===== src/rtl/fetch_pkg.sv =====
// Shared constants and the buffered fetch entry type for the instruction fetch unit.
package fetch_pkg;

  localparam int XLEN = 32;
  localparam int ILEN = 32;

  localparam logic [XLEN-1:0] RESET_PC  = 32'h0000_0000;
  localparam logic [ILEN-1:0] NOP_INSTR = 32'h0000_0013;
  localparam logic [XLEN-1:0] PC_STEP   = 32'd4;

  typedef struct packed {
    logic [XLEN-1:0] pc;
    logic [ILEN-1:0] instr;
  } fetch_entry_t;

endpackage


===== src/rtl/fetch_buffer.sv =====
// Two-entry synchronous FIFO holding fetched {pc, instr} pairs for decode.
// Flush clears occupancy and pointers; reset additionally zeroes the entries.
module fetch_buffer
  import fetch_pkg::*;
#(
  parameter int DEPTH = 2
) (
  input  logic         clk,
  input  logic         reset,
  input  logic         push,
  input  fetch_entry_t push_entry,
  input  logic         pop,
  input  logic         flush,
  output logic [1:0]   count,
  output fetch_entry_t head
);

  fetch_entry_t entries [DEPTH];
  logic         wr_ptr;
  logic         rd_ptr;

  assign head = entries[rd_ptr];

  // Storage, pointers and occupancy; a simultaneous push and pop leaves count unchanged.
  always_ff @(posedge clk) begin
    if (reset) begin
      for (int i = 0; i < DEPTH; i++) begin
        entries[i] <= '0;
      end
      wr_ptr <= 1'b0;
      rd_ptr <= 1'b0;
      count  <= 2'd0;
    end else if (flush) begin
      wr_ptr <= 1'b0;
      rd_ptr <= 1'b0;
      count  <= 2'd0;
    end else begin
      if (push) begin
        entries[wr_ptr] <= push_entry;
        wr_ptr          <= ~wr_ptr;
      end
      if (pop) begin
        rd_ptr <= ~rd_ptr;
      end
      case ({push, pop})
        2'b10:   count <= count + 2'd1;
        2'b01:   count <= count - 2'd1;
        default: count <= count;
      endcase
    end
  end

endmodule


===== src/rtl/instruction_fetch_unit.sv =====
// Fetch stage: owns the PC, addresses instruction memory, buffers returned
// instructions and hands them to decode over valid/ready.
// Optional macro FETCH_MISALIGN_TRAP_EN: a misaligned redirect halts fetch and
// raises fetch_fault until reset or an aligned redirect. Without it the low
// two bits of redirect_pc are dropped and fetch_fault is tied low.
module instruction_fetch_unit
  import fetch_pkg::*;
#(
  parameter int              XLEN     = fetch_pkg::XLEN,
  parameter logic [XLEN-1:0] RESET_PC = fetch_pkg::RESET_PC,
  parameter int              IMEM_W   = 64,
  parameter int              DEPTH    = 2
) (
  input  logic              clk,
  input  logic              reset,
  output logic [XLEN-1:0]   imem_addr,
  input  logic [IMEM_W-1:0] imem_instr,
  input  logic              redirect,
  input  logic [XLEN-1:0]   redirect_pc,
  output logic              if_valid,
  input  logic              if_ready,
  output logic [XLEN-1:0]   if_pc,
  output logic [31:0]       if_instr,
  output logic              fetch_fault
);

  localparam logic [1:0] DEPTH_C = 2'(DEPTH);

  logic [XLEN-1:0] pc_q;
  logic [XLEN-1:0] load_pc;
  logic            halt_q;
  logic            fetch_fire;
  logic            pop;
  logic [1:0]      count;
  fetch_entry_t    push_entry;
  fetch_entry_t    head;
  logic            unused_upper;

  // Upper half of the memory port carries nothing for this stage.
  assign unused_upper = ^imem_instr[IMEM_W-1:ILEN];

  // Occupancy comes from registers only, so decode back-pressure never reaches imem_addr.
  assign fetch_fire = !reset && !redirect && (count < DEPTH_C) && !halt_q;
  assign pop        = if_valid && if_ready;
  assign imem_addr  = pc_q;
  assign if_valid   = (count != 2'd0) && !redirect;
  assign if_pc      = head.pc;
  assign if_instr   = head.instr;
  assign push_entry = '{pc: pc_q, instr: imem_instr[ILEN-1:0]};

`ifdef FETCH_MISALIGN_TRAP_EN
  // Keep the raw target so a misaligned PC is visible on imem_addr while halted.
  assign load_pc     = redirect_pc;
  assign fetch_fault = halt_q;

  // Halt latch: set by a misaligned redirect, cleared by reset or an aligned redirect.
  always_ff @(posedge clk) begin
    if (reset) begin
      halt_q <= 1'b0;
    end else if (redirect) begin
      halt_q <= (redirect_pc[1:0] != 2'b00);
    end
  end
`else
  logic unused_low;

  assign unused_low  = ^redirect_pc[1:0];
  assign load_pc     = {redirect_pc[XLEN-1:2], 2'b00};
  assign halt_q      = 1'b0;
  assign fetch_fault = 1'b0;
`endif

  // Program counter: reset beats redirect, redirect beats sequential fetch.
  always_ff @(posedge clk) begin
    if (reset) begin
      pc_q <= RESET_PC;
    end else if (redirect) begin
      pc_q <= load_pc;
    end else if (fetch_fire) begin
      pc_q <= pc_q + PC_STEP;
    end
  end

  fetch_buffer #(
    .DEPTH (DEPTH)
  ) u_fetch_buffer (
    .clk        (clk),
    .reset      (reset),
    .push       (fetch_fire),
    .push_entry (push_entry),
    .pop        (pop),
    .flush      (redirect),
    .count      (count),
    .head       (head)
  );

endmodule


===== config.mk =====
export PLATFORM = sky130hd
export DESIGN_NAME = instruction_fetch_unit
export DESIGN_NICKNAME = d
export VERILOG_FILES = /design/src/rtl/fetch_pkg.sv /design/src/rtl/fetch_buffer.sv /design/src/rtl/instruction_fetch_unit.sv
export SDC_FILE = /design/constraint.sdc
export NUM_CORES = 1
export LEC_CHECK = 0
export BUFFER_PORTS_ARGS = -buffer_cell sky130_fd_sc_hd__buf_4
export CAP_MARGIN = 20
export CORE_MARGIN = 2
export CORE_UTILIZATION = 53
export DETAILED_ROUTE_END_ITERATION = 8
export GPL_TIMING_DRIVEN = 0
export MAX_ROUTING_LAYER = met4
export PLACE_DENSITY = 0.83
export REMOVE_ABC_BUFFERS = 1
export SLEW_MARGIN = 20
export SYNTH_ARGS = -nofsm -noshare
export SYNTH_HDL_FRONTEND = slang
export SYNTH_HIERARCHICAL = 1
export SYNTH_SLANG_ARGS = --single-unit
export TNS_END_PERCENT = 100

===== constraint.sdc =====
create_clock -name clk -period 6.09 [get_ports clk]
set_input_delay 0.609 -clock clk [delete_from_list [all_inputs] [get_ports clk]]
set_output_delay 0.609 -clock clk [all_outputs]
set_load 0.01 [all_outputs]

# Word level (Yosys, flattened, before mapping)
# Memories as Yosys holds them, arrays and structs flattened. A register that Yosys moved wholly into a read port is not among the register bits.
# Index checks and enable logic that the tools add are counted.
op_classes:
  add_sub_neg: 3
  order_cmp: 1
  n_eq_ne: 2
  muxes: 14
  bitwise: 2
  n_reduce_logical: 11
ops:
  columns: ["cell", "count"]
  rows:
  - ["$mux 32", 2]
  - ["$mux 64", 1]
  - ["$reduce_or 64->1", 1]
  - ["$add 32x3->32 const B", 1]
  - ["$mux 1", 10]
  - ["$reduce_bool 2->1", 3]
  - ["$logic_and 1x1->1", 4]
  - ["$pmux 2 s2", 1]
  - ["$add 2x1->2 const B", 1]
  - ["$eq 2x1->1 const B", 1]
  - ["$eq 2x2->1 const B", 1]
  - ["$logic_not 1->1", 2]
  - ["$lt 2x2->1 const B", 1]
  - ["$not 1->1", 2]
  - ["$reduce_or 2->1", 1]
  - ["$sub 2x1->2 const B", 1]
word_totals:
  ff_bits: 36
  ram_bits: 128
  inputBits: 100
  out_inout_bits: 98
  mem_count: 1
mem_list:
  columns: ["name", "words", "width", "rd", "rd_clocked_by_memory_dff", "write_ports", "line", "rtl"]
  rows:
  - ["u_fetch_buffer.entries", 2, 64, 1, 1, 2, "fetch_buffer.sv:18", "fetch_entry_t entries [DEPTH];"]

# Logic depth before layout (Yosys ltp)
logic_depth:
  depth_word: 9
  depth_mapped: 8
  depth_no_buf: 7

# By module
# Netlist, hierarchy kept.
by_module_without_submodules:
  columns: ["mod", "instances", "cells_per_inst", "area_each_um2"]
  rows:
  - ["fetch_buffer", 1, 380, 5911.9]
  - ["instruction_fetch_unit", 1, 219, 1809.2]

# Least setup slack after synthesis
# No wires, ideal clock.
synth_timing:
  path_kind: "input to register"
  startpoint: "input port redirect"
  endpoint: "memory u_fetch_buffer/entries[0][0] (netlist name), enable pin"
  setup_time_ns: 0.499
  arrival_ns: 4.434
  t_required_ns: 5.591
  slack_ns: 1.156
  cell_stages: 5
  path_buffers: 2
  cell_sequence: "clkbuf_1 clkbuf_1 nor3_1 nand2b_1 o21bai_1"
synth_rtl:
  columns: ["item", "line", "rtl"]
  rows:
  - ["start: declaration", "instruction_fetch_unit.sv:18", "input logic redirect,"]
  - ["end: declaration", "fetch_buffer.sv:18", null]

==> reports/qor.yml <==
worst_setup_path:
  slowest_stage: "and2_4"
  cp_top_family: "simple AND/OR/NAND/NOR gates"
  cp.required_ps: 6190
  cp-end-kind: "flip-flop"
  path_buf_inv: 2
  r2r_end: "u_fetch_buffer/entries[1][54]"
  rr_startpoint: "u_fetch_buffer/count[1]"
  arrival_ps: 2710
  reg2regPathDepth: 4
  cp-start-kind: "input pin"
  setup.worst_path.class: "in2reg"
  rrSetupSlack_ps: 3560
  slowest_delay_ps: 640
  cp_max_fo: 65
  cp_cell_sequence: "buf_4, nor3_1, and2_4, a21o_4, buf_16"
cts:
  clkTransAtPathRegs_ps: 60
  ctsHoldBuffers: 0
  root_buffer: "clkbuf_16"
  clkLatencyLatePin_ps: 420
  tritoncts: "yes"
  numCtsBuffers: 17
  cts_setup_buffers: 0
  h-tree-depth: 4
  post_cts_resized: 0
  clock-sinks: 163
  clock_path_buffers: 2
timing:
  min_period_ps: 2600
  rsz0062_at_grt: "false"
  skew_ps: 6.83
  period_share_pct: 42.8
  drv_slew: 0
  fmax_mhz: 384
  worst_pin_slew_ps: 733
  finalSetupViolCount: 0
  relSlewSlack_pct: 51.0
  hold_viol: 0
  fin_ws_ps: 3490
synthesis:
  synth_edf_count: 128
  synth_area_mm2: 0.00772
  yosysTopAreaCell: "edfxtp_1"
  ys_seq_area_share_pct: 58.9
  synthArstFlopShare_pct: 0
  synth_area_per_cell_um2: 12.9
  synthFlopType: "edfxtp_1"
  yosysWarningCount: 6
  synth_seq_cells: 163
  synthCells: 599
  ys_top_cells_by_area: "edfxtp_1 50%, and3_1 11%, mux2_2 9.3%"
  yosysTopAreaCellShare_pct: 49.8
  synthDistinctLibCells: 56
hold_path:
  worstHoldStart: "redirect_pc[3]"
  hold_path_end: "imem_addr[3]"
  hold_class: "in2reg"
  min_path_cells: 3
power_and_ir_drop:
  p_switching_mw: 0.590
  p_comb_share_pct: 9.7
  power.static_leakage_nw: 4.23
  clkPwrFrac_pct: 40.0
  p_sw_share_pct: 23.0
  ir_drop_mv: 0.165
  p_per_area_mw_per_mm2: 266
  seq_power_share_pct: 50.3
  cellInternalPower_mw: 1.97
finish:
  fin_cells: 941
  fin_nets: 846
  mostFrequentLayoutCells: "160 x buf_4, 133 x and3_1, 128 x edfxtp_1"
  fillCellCount: 1070
  drive_above_1_share_pct: 36.7
  antenna_cells: 0
  area_delta_synth_final_pct: 24.5
  final_area_mm2: 0.00961
  final_common_cell: "buf_4"
floorplanning:
  fp-row-count: 44
  fp.coreArea_mm2: 0.0144
  dieArea_mm2: 0.0156
  initial_core_util_pct: 53.7
  io_pins: 198
  die_y_um: 125
  die_w_um: 125
grt:
  grt_pass1_vias: 5635
  antenna_found_initial: 0
  grt_pass1_wl_um: 28700
  grt_max_degree: 66
  grt_usage_pct: 24.0
  overflow: 0
route:
  antenna_left: 0
  drc_errors: 0
  first_pass_iters: 5
  via_per_inst: 5.92
  drt_iter0_drc: 492
  routed_wl_um: 18000
  wl_per_cell_um: 19.1
  vias: 5575
run:
  maxCapViolations: 0
placed_design:
  preCtsSetupSlack_ps: 3080
  gp_congestion: 0.771
  port_buffers: 160
  dp.cells: 909
  dp_hpwl_um: 11600
  placed_area_mm2: 0.00904
run_status:
  status: "finished, final reports clean"
## tightest hold or removal path, cell delays in order
cell     delay [ps]
buf_4            80
a21oi_1          50
nor2_1           80
## final cells by class
class | count | area [um^2] | area share (%)
clock buffer | 21 | 470 | 4.89
sequential | 163 | 4550 | 47.3
timing repair buffer | 169 | 1430 | 14.9
tap | 184 | 230 | 2.39
inverter | 10 | 37.5 | 0.390
clock inverter | 11 | 104 | 1.08
multi-input combinational | 383 | 2790 | 29.0
## synthesized netlist by cell type (3+ instances only)
library cell	count
a311oi_1	10
mux2_2	64
a211oi_1	11
nor4_1	9
and4_1	6
nand4_1	4
buf_6	14
nand2_1	16
dfxtp_1	35
xor2_1	3
and3_1	133
o21ai_0	5
or4_1	7
buf_8	5
a21oi_1	9
clkbuf_1	9
buf_2	15
inv_1	8
o31ai_1	7
nand3_1	11
o31a_1	5
nor2_1	27
or3_1	3
a2111oi_0	3
buf_4	5
xnor2_1	13
edfxtp_1	128
## registers in the layout (all words and copies together), names as in the netlist, named ones only
name / flops
u_fetch_buffer/wr_ptr: 1
u_fetch_buffer/entries: 128
u_fetch_buffer/rd_ptr: 1
imem_addr: 30
u_fetch_buffer/count: 2
## power by group through the flow
| stage | clock network [mW] | registers (mW) | logic [mW] |
|---|---|---|---|
| final | 1.02 | 1.29 | 0.249 |
| after floorplan | 0 | 1.31 | 0.0967 |
| after global routing | 1.08 | 1.29 | 0.267 |
| after global placement | 0 | 1.31 | 0.221 |
| after CTS | 1.04 | 1.29 | 0.250 |
| after detailed placement | 0 | 1.31 | 0.248 |
## how the worst max path moves through the flow
stage          depth (start not counted)  slack (ps)                       endpoint      from
2_1_floorplan                          3        1560   u_fetch_buffer/entries[0][0]  redirect
3_3_place_gp                           4        -450  u_fetch_buffer/entries[0][25]     reset
3_5_place_dp                           5        3080  u_fetch_buffer/entries[1][29]     reset
4_1_cts                                5        3520  u_fetch_buffer/entries[1][54]     reset
5_1_grt                                5        3390  u_fetch_buffer/entries[1][15]     reset
6_report                               5        3490  u_fetch_buffer/entries[1][54]     reset
## cells by family (layout without fill, tap and decap cells)
kind of cell    count (synthesis)  in the layout  share of synthesized area, %
compound gates                 56             56                          5.28
simple gates                  237            237                          18.6
other cells                     1              7                        0.0486
fa+ha+maj                       2              2                         0.324
xor+xnor                       16             16                          1.82
mux                            65             65                          9.46
flops                         163            163                          58.9
buf+inv                        59            211                          5.66
## metrics by stage
stage | util (%) | hold WS [ps] | power [mW] | TNS, ps
after floorplan | - | 481 | 1.40 | 0
after global placement | 61.1 | 496 | 1.53 | -28120
after detailed placement | 62.9 | 506 | 1.56 | 0
after CTS | 66.9 | 432 | 2.57 | 0
after global routing | 66.9 | 448 | 2.64 | 0
final | 66.9 | 439 | 2.56 | 0
## metal layers
| layer | wire (um) | track usage (%) | vias to the layer above |
|---|---|---|---|
| met5 | 0 | - | - |
| met2 | 8940 | 37.4 | 229 |
| met3 | 973 | 4.60 | 34 |
| met4 | 420 | 10.8 | 0 |
| met1 | 7660 | 30.6 | 2731 |
| li1 | - | - | 2581 |
(Power assumes the default switching activity.)
